==> src/rtl/mem_arbiter_pkg.sv <==
// Shared types and constants for the two-port memory arbiter.
// State encoding, latency limits, grant codes and the latched access bundle.
package mem_arbiter_pkg;

  typedef enum logic [1:0] {
    IDLE = 2'd0,
    ADDR = 2'd1,
    WAIT = 2'd2,
    DONE = 2'd3
  } state_t;

  localparam int RD_LAT_MIN = 1;
  localparam int RD_LAT_MAX = 3;

  localparam logic [1:0] GNT_NONE = 2'b00;
  localparam logic [1:0] GNT_A    = 2'b01;
  localparam logic [1:0] GNT_B    = 2'b10;

  typedef struct packed {
    logic       we;
    logic [7:0] addr;
    logic [7:0] wdata;
  } xfer_t;

  function automatic int clamp_lat(input int lat);
    if (lat < RD_LAT_MIN) return RD_LAT_MIN;
    if (lat > RD_LAT_MAX) return RD_LAT_MAX;
    return lat;
  endfunction

endpackage

==> src/rtl/mem_arbiter_if.sv <==
// Requester and memory-side signals of the arbiter.
// slave = arbiter view, master = requesters plus memory.
interface mem_arbiter_if;
  logic       a_req;
  logic       b_req;
  logic       a_we;
  logic       b_we;
  logic [7:0] a_addr;
  logic [7:0] b_addr;
  logic [7:0] a_wdata;
  logic [7:0] b_wdata;
  logic       a_ack;
  logic       b_ack;
  logic [7:0] a_rdata;
  logic [7:0] b_rdata;
  logic [7:0] mem_address;
  logic [7:0] mem_data_in;
  logic       mem_write;
  logic [7:0] mem_data_out;

  modport slave (
    input  a_req, b_req, a_we, b_we,
    input  a_addr, b_addr,
    input  a_wdata, b_wdata,
    input  mem_data_out,
    output a_ack, b_ack,
    output a_rdata, b_rdata,
    output mem_address, mem_data_in,
    output mem_write
  );

  modport master (
    output a_req, b_req, a_we, b_we,
    output a_addr, b_addr,
    output a_wdata, b_wdata,
    output mem_data_out,
    input  a_ack, b_ack,
    input  a_rdata, b_rdata,
    input  mem_address, mem_data_in,
    input  mem_write
  );
endinterface

==> src/rtl/mem_arbiter_rr_arb2.sv <==
// Two-requester grant decision: round-robin or fixed A-first.
// Produces a one-hot grant from the requests and the last winner.
module rr_arb2
  import mem_arbiter_pkg::*;
#(
  parameter int FAIR = 1
) (
  input  logic       a_req,
  input  logic       b_req,
  input  logic       last_b,
  output logic [1:0] gnt
);

  always_comb begin
    gnt = GNT_NONE;
    unique case (1'b1)
      (a_req && b_req):
        gnt = ((FAIR != 0) && !last_b)
            ? GNT_B : GNT_A;
      (a_req && !b_req):
        gnt = GNT_A;
      (!a_req && b_req):
        gnt = GNT_B;
      default:
        gnt = GNT_NONE;
    endcase
  end

endmodule

==> src/rtl/mem_arbiter.sv <==
// Arbitrates requesters A and B onto one synchronous memory port.
// One access at a time: IDLE -> ADDR -> (WAIT) -> DONE -> IDLE.
module mem_arbiter
  import mem_arbiter_pkg::*;
#(
  parameter int RD_LATENCY = 1,
  parameter int FAIR       = 1
) (
  input logic          clk,
  input logic          reset,
  mem_arbiter_if.slave bus
);

  localparam int LAT = clamp_lat(RD_LATENCY);
  localparam logic [1:0] LAST = 2'(LAT - 1);

  state_t     state;
  state_t     state_n;
  xfer_t      xfer;
  xfer_t      pick;
  logic [1:0] gnt;
  logic       win_b;
  logic       last_b;
  logic [1:0] cnt;
  logic       rd_done;
  logic [7:0] a_rdata;
  logic [7:0] b_rdata;

  rr_arb2 #(
    .FAIR(FAIR)
  ) u_arb (
    .a_req (bus.a_req),
    .b_req (bus.b_req),
    .last_b(last_b),
    .gnt   (gnt)
  );

  always_comb begin
    pick = '0;
    if (gnt[1]) begin
      pick = {bus.b_we, bus.b_addr, bus.b_wdata};
    end else begin
      pick = {bus.a_we, bus.a_addr, bus.a_wdata};
    end
  end

  assign rd_done = (state == WAIT) && (cnt == LAST);

  always_ff @(posedge clk or negedge reset) begin
    if (!reset) begin
      state   <= IDLE;
      xfer    <= '0;
      win_b   <= 1'b0;
      last_b  <= 1'b1;
      cnt     <= 2'd0;
      a_rdata <= 8'h00;
      b_rdata <= 8'h00;
    end else begin
      state <= state_n;
      if ((state == IDLE) && (gnt != GNT_NONE)) begin
        xfer   <= pick;
        win_b  <= gnt[1];
        last_b <= gnt[1];
      end
      if (state == WAIT) begin
        cnt <= cnt + 2'd1;
      end else begin
        cnt <= 2'd0;
      end
      // Read data lands in the winner's register on the WAIT->DONE edge
      if (rd_done && win_b) begin
        b_rdata <= bus.mem_data_out;
      end
      if (rd_done && !win_b) begin
        a_rdata <= bus.mem_data_out;
      end
    end
  end

  always_comb begin
    state_n = state;
    unique case (state)
      IDLE: if (gnt != GNT_NONE) state_n = ADDR;
      ADDR: state_n = xfer.we ? DONE : WAIT;
      WAIT: if (rd_done) state_n = DONE;
      DONE: state_n = IDLE;
      default: state_n = IDLE;
    endcase
  end

  assign bus.mem_address = xfer.addr;
  assign bus.mem_data_in = xfer.wdata;
  assign bus.mem_write   = (state == ADDR) && xfer.we;
  assign bus.a_ack       = (state == DONE) && !win_b;
  assign bus.b_ack       = (state == DONE) && win_b;
  assign bus.a_rdata     = a_rdata;
  assign bus.b_rdata     = b_rdata;

endmodule

==> src/flat_wrapper.sv <==
// flat-port wrapper written by rule: the top's interface ports become plain ports
module mem_arbiter_flat import mem_arbiter_pkg::*;
#(
  parameter int RD_LATENCY = 1,
  parameter int FAIR       = 1
)
  (clk, reset, bus_a_req, bus_b_req, bus_a_we, bus_b_we, bus_a_addr, bus_b_addr, bus_a_wdata, bus_b_wdata, bus_mem_data_out, bus_a_ack, bus_b_ack, bus_a_rdata, bus_b_rdata, bus_mem_address, bus_mem_data_in, bus_mem_write);
  mem_arbiter_if bus_i ();
  input logic clk;
  input logic reset;
  input wire logic [$bits(bus_i.a_req)-1:0] bus_a_req;
  input wire logic [$bits(bus_i.b_req)-1:0] bus_b_req;
  input wire logic [$bits(bus_i.a_we)-1:0] bus_a_we;
  input wire logic [$bits(bus_i.b_we)-1:0] bus_b_we;
  input wire logic [$bits(bus_i.a_addr)-1:0] bus_a_addr;
  input wire logic [$bits(bus_i.b_addr)-1:0] bus_b_addr;
  input wire logic [$bits(bus_i.a_wdata)-1:0] bus_a_wdata;
  input wire logic [$bits(bus_i.b_wdata)-1:0] bus_b_wdata;
  input wire logic [$bits(bus_i.mem_data_out)-1:0] bus_mem_data_out;
  output wire logic [$bits(bus_i.a_ack)-1:0] bus_a_ack;
  output wire logic [$bits(bus_i.b_ack)-1:0] bus_b_ack;
  output wire logic [$bits(bus_i.a_rdata)-1:0] bus_a_rdata;
  output wire logic [$bits(bus_i.b_rdata)-1:0] bus_b_rdata;
  output wire logic [$bits(bus_i.mem_address)-1:0] bus_mem_address;
  output wire logic [$bits(bus_i.mem_data_in)-1:0] bus_mem_data_in;
  output wire logic [$bits(bus_i.mem_write)-1:0] bus_mem_write;
  assign bus_i.a_req = bus_a_req;
  assign bus_i.b_req = bus_b_req;
  assign bus_i.a_we = bus_a_we;
  assign bus_i.b_we = bus_b_we;
  assign bus_i.a_addr = bus_a_addr;
  assign bus_i.b_addr = bus_b_addr;
  assign bus_i.a_wdata = bus_a_wdata;
  assign bus_i.b_wdata = bus_b_wdata;
  assign bus_i.mem_data_out = bus_mem_data_out;
  assign bus_a_ack = bus_i.a_ack;
  assign bus_b_ack = bus_i.b_ack;
  assign bus_a_rdata = bus_i.a_rdata;
  assign bus_b_rdata = bus_i.b_rdata;
  assign bus_mem_address = bus_i.mem_address;
  assign bus_mem_data_in = bus_i.mem_data_in;
  assign bus_mem_write = bus_i.mem_write;
  mem_arbiter #(.RD_LATENCY(RD_LATENCY), .FAIR(FAIR)) u_core (.clk(clk), .reset(reset), .bus(bus_i));
endmodule
==> config.mk <==
export PLATFORM = sky130hd
export DESIGN_NAME = mem_arbiter_flat
export DESIGN_NICKNAME = d
export VERILOG_FILES = /design/src/rtl/mem_arbiter_pkg.sv /design/src/rtl/mem_arbiter_if.sv /design/src/rtl/mem_arbiter_rr_arb2.sv /design/src/rtl/mem_arbiter.sv /design/src/flat_wrapper.sv
export SDC_FILE = /design/constraint.sdc
export NUM_CORES = 1
export LEC_CHECK = 0
export CAP_MARGIN = 5
export CORE_ASPECT_RATIO = 1.5
export CORE_MARGIN = 1
export CORE_UTILIZATION = 43
export DETAILED_ROUTE_END_ITERATION = 10
export PLACE_DENSITY = 0.79
export SYNTH_ARGS = -nofsm -noshare
export SYNTH_HDL_FRONTEND = slang
export SYNTH_SLANG_ARGS = --single-unit
==> constraint.sdc <==
create_clock -name clk -period 2 [get_ports clk]
set_input_delay 0.3 -clock clk [delete_from_list [all_inputs] [get_ports clk]]
set_output_delay 0.3 -clock clk [all_outputs]
set_load 0.02 [all_outputs]
==> impl_summary.txt <==
----------------------------------------------------
[Run status]
  Outcome ... complete, but fails checks
  Violated checks ... design-rule violations

[Routing]
  Via count ... 1473
  Drt total wl ... between 3 and 4 mm
  DR iter-0 viols ... 41
  Number of search-and-repair iterations in the first detailed-routing pass ... 9
  Routed length per placed instance ... 13.5 um
  Drt via density ... between 4 and 5
  Remaining design rule violation count ... 3
  Remaining antenna violation count ... 0

[Logic synthesis]
  Flip-flop cell with the highest count after synthesis ... sky130_fd_sc_hd__dfrtp_1
  Post-synthesis instance total ... between 150 and 200
  Avg Synthesized Cell Area ... between 10 and 15 um^2
  Number of synthesized flops with an enable pin ... 0
  Count of state elements after synthesis ... 39
  Top cell type by total area after synthesis ... sky130_fd_sc_hd__dfrtp_1
  Net count after synthesis ... 230
  Synthesis Warnings ... 0
  Most area-consuming cells after synthesis ... sky130_fd_sc_hd__dfrtp_1 48%, sky130_fd_sc_hd__mux2_2 9.2%, sky130_fd_sc_hd__a21oi_2 8.0%, sky130_fd_sc_hd__buf_4 6.9%, sky130_fd_sc_hd__a21oi_1 4.6%
  Sequential-to-total area share from yosys stat ... between 40% and 50%
  Count of distinct cell types in the synthesized netlist ... 27
  Async set-or-reset flop fraction in the synthesized netlist ... 100%
  Share of the synthesized area in the top cell type ... ~48%
  Cell area after synthesis ... between 1500 and 2000 um^2

[Setup path]
  Required time of the critical path ... about 1700 ps
  CP Launch Type ... flop
  Crit Path Category ... reg -> out
  Type of element capturing the critical path ... primary output
  Number of cells traversed by the worst register-to-register path ... 4
  Cell family contributing the most delay on the critical path ... buffers and inverters
  Data arrival, critical path ... about 1600 ps
  Number of buffers and inverters on the critical path ... 1
  Total number of cells along the worst setup path ... 3
  CP max stage cell ... sky130_fd_sc_hd__clkdlybuf4s50_1
  CP max stage delay ... ~530 ps
  CP Max Fanout ... 5
  Cell breakdown of the critical path ... ha_1, and2_1, clkdlybuf4s50_1

[STA]
  Count of pins over their slew limit ... 0
  Final hold violation count ... 0
  Share of the cycle needed by the critical path after routing ... a little over nine tenths
  Transition time at the pin with the least slew margin ... slightly above 900 ps
  Hold slack final ... 428 ps
  Worst-case clock skew ... 12.2 ps
  Final setup violation count ... 0
  Maximum clock rate ... ~0.52 GHz
  Final Critical Period ... ~1900 ps
  Unrepaired setup endpoints after global routing ... no
  Final TNS setup ... 0 ps
  Worst slew margin relative to its limit ... 38.5%

[Cells and area]
  Area of combinational cells with multiple inputs ... about 800 um^2
  Final antenna diode count ... 0
  Post-layout nets ... 300
  Proportion of layout cells with a drive suffix above 1 ... about a fifth
  Combined flip-flop and latch cell area ... roughly 980 um^2
  Commonest non-fill, non-tap cells in the layout ... 77 x sky130_fd_sc_hd__clkdlybuf4s50_1, 38 x sky130_fd_sc_hd__dfrtp_1, 19 x sky130_fd_sc_hd__nor2_1
  Total non-filler cell area in the finished layout ... 2800 um^2
  Area growth from synthesis to final layout ... 42.3%
  Leading cell type in the layout, fill and taps excluded ... sky130_fd_sc_hd__clkdlybuf4s50_1
  Number of fill cells ... roughly 370

[Placement]
  DPL Wire Length ... slightly below 3 mm
  Placed Instance Area ... between 2000 and 3000 um^2
  Buffers added on ports ... 80
  Routability congestion estimate ... slightly above 0.7

[CTS]
  CTS tree ... done
  Clock network latency to the later pin of the worst-skew pair ... just under 300 ps
  Buffer cell driving the clock tree root ... sky130_fd_sc_hd__clkbuf_8
  TritonCTS buffer count ... 5
  Count of H-tree levels built during CTS ... 2
  CTS clock-pin slew for the worst setup and hold paths ... about 80 ps
  CTS Buffer Depth ... 2
  CTS sink cnt ... 39

[Floorplan]
  Starting density of the core ... a little under half
  Area of the core region ... 4320 um^2
  Site row count ... 29
  I/O pin total ... a little over 80
  Die area ... 4850 um^2
  Height of the die ... 84.8 um
  Die W ... about 57 um

[Power]
  Total power of the final layout ... 4.32 mW
  Max IR drop VDD ... roughly 0.81 mV
  Power per unit of standard cell area ... approximately 1500 nW/um^2
  Static Leakage ... 1.19 nW

[Global route]
  Vias in the first global route ... roughly 1600
  All-layer global routing usage ... between 10% and 20%
  Pin count of the biggest net entering global routing ... 40
  First-pass GRT wire length ... about 6.9 mm
  Number of antenna violations at the first check in global routing ... 0
  Remaining global-route overflow ... 0

[Run]
  Number of max-capacitance violations reported ... 0

[Worst hold path]
  Worst Hold Class ... reg -> reg
  Number of stages on the worst hold path ... 1

----------------------------------------------------
-- through the flow --
stage	instances	util (%)	worst slack, ps
floorplan	178	-	553
global placement	286	62.4	183
detailed placement	286	62.4	97.2
CTS	295	64.7	50.7
global route	295	64.8	8.29
finish	295	64.8	94.4
-- cell usage after synthesis, types with 2 or more instances --
cell type,number
sky130_fd_sc_hd__mux2_2,16
sky130_fd_sc_hd__inv_1,4
sky130_fd_sc_hd__nor2b_1,3
sky130_fd_sc_hd__dfrtp_1,38
sky130_fd_sc_hd__and2_1,3
sky130_fd_sc_hd__a21oi_1,18
sky130_fd_sc_hd__nand2_1,17
sky130_fd_sc_hd__buf_6,2
sky130_fd_sc_hd__buf_2,2
sky130_fd_sc_hd__buf_4,18
sky130_fd_sc_hd__nor2_1,19
sky130_fd_sc_hd__a21oi_2,18
sky130_fd_sc_hd__ha_1,6
-- per-layer routing --
layer / vias up / wire length [um] / GRT usage (%)
li1: 717 / - / -
met1: 699 / 1480 / 17.9
met2: 52 / 2250 / 37.0
met3: 5 / 216 / 4.93
met4: 0 / 57 / 5.99
met5: - / 0 / 0
-- report_power, final --
part           switching [mW]  internal, mW
logic                    1.17          1.19
clock network           0.257         0.278
registers               0.225          1.20
total                    1.65          2.67
-- cell type report --
class	instances	share of cell area (%)
tap	46	2.06
multi-input combinational	112	28.1
clock inverter	1	0.179
clock buffer	7	3.09
inverter	4	0.537
sequential	39	34.9
timing repair buffer	86	31.1
-- sequential cells by signal, summed over array words and instances, names as in the netlist --
| name | count |
|---|---|
| u_core.bus.b_rdata | 8 |
| u_core.bus.mem_data_in | 8 |
| u_core.state | 2 |
| u_core.xfer | 1 |
| u_core.bus.a_rdata | 8 |
| u_core.bus.mem_address | 8 |
| u_core.last_b | 1 |
| u_core.cnt | 2 |
| u_core.win_b | 1 |
-- cell families (layout without fill, tap and decap cells) --
group	Yosys count	in the layout	share of synthesized area [%]
buf+inv	27	98	10.3
flops	39	39	49.7
simple gates	46	46	10.3
fa+ha+maj	6	6	3.82
mux	17	17	9.74
compound gates	43	43	16.1
-- path summary, 6_finish.rpt --
| check | start | to | slack (ps) |
|---|---|---|---|
| max in group asynchronous | reset | u_core.last_b | 1240 |
| hold reg to reg | u_core.cnt[0] | u_core.cnt[0] | 430 |
| setup / recovery | u_core.state[1] | bus_b_ack | 90 |
| hold / removal | u_core.cnt[0] | u_core.cnt[0] | 430 |
| min in group asynchronous | reset | u_core.bus.mem_data_in[6] | 500 |
| setup reg to reg | u_core.state[0] | u_core.bus.b_rdata[2] | 350 |
-- repair_timing --
| action | 4_1_cts | 5_1_grt |
|---|---|---|
| hold endpoints to repair | 38 | 0 |
| buffers inserted | 0 | 0 |
| setup endpoints to repair | 1 | 1 |
| gates cloned | 0 | 0 |
| resized for setup | 1 | 1 |
| hold buffers | 1 | 0 |
Note: power is estimated with default switching activity, not from simulation.
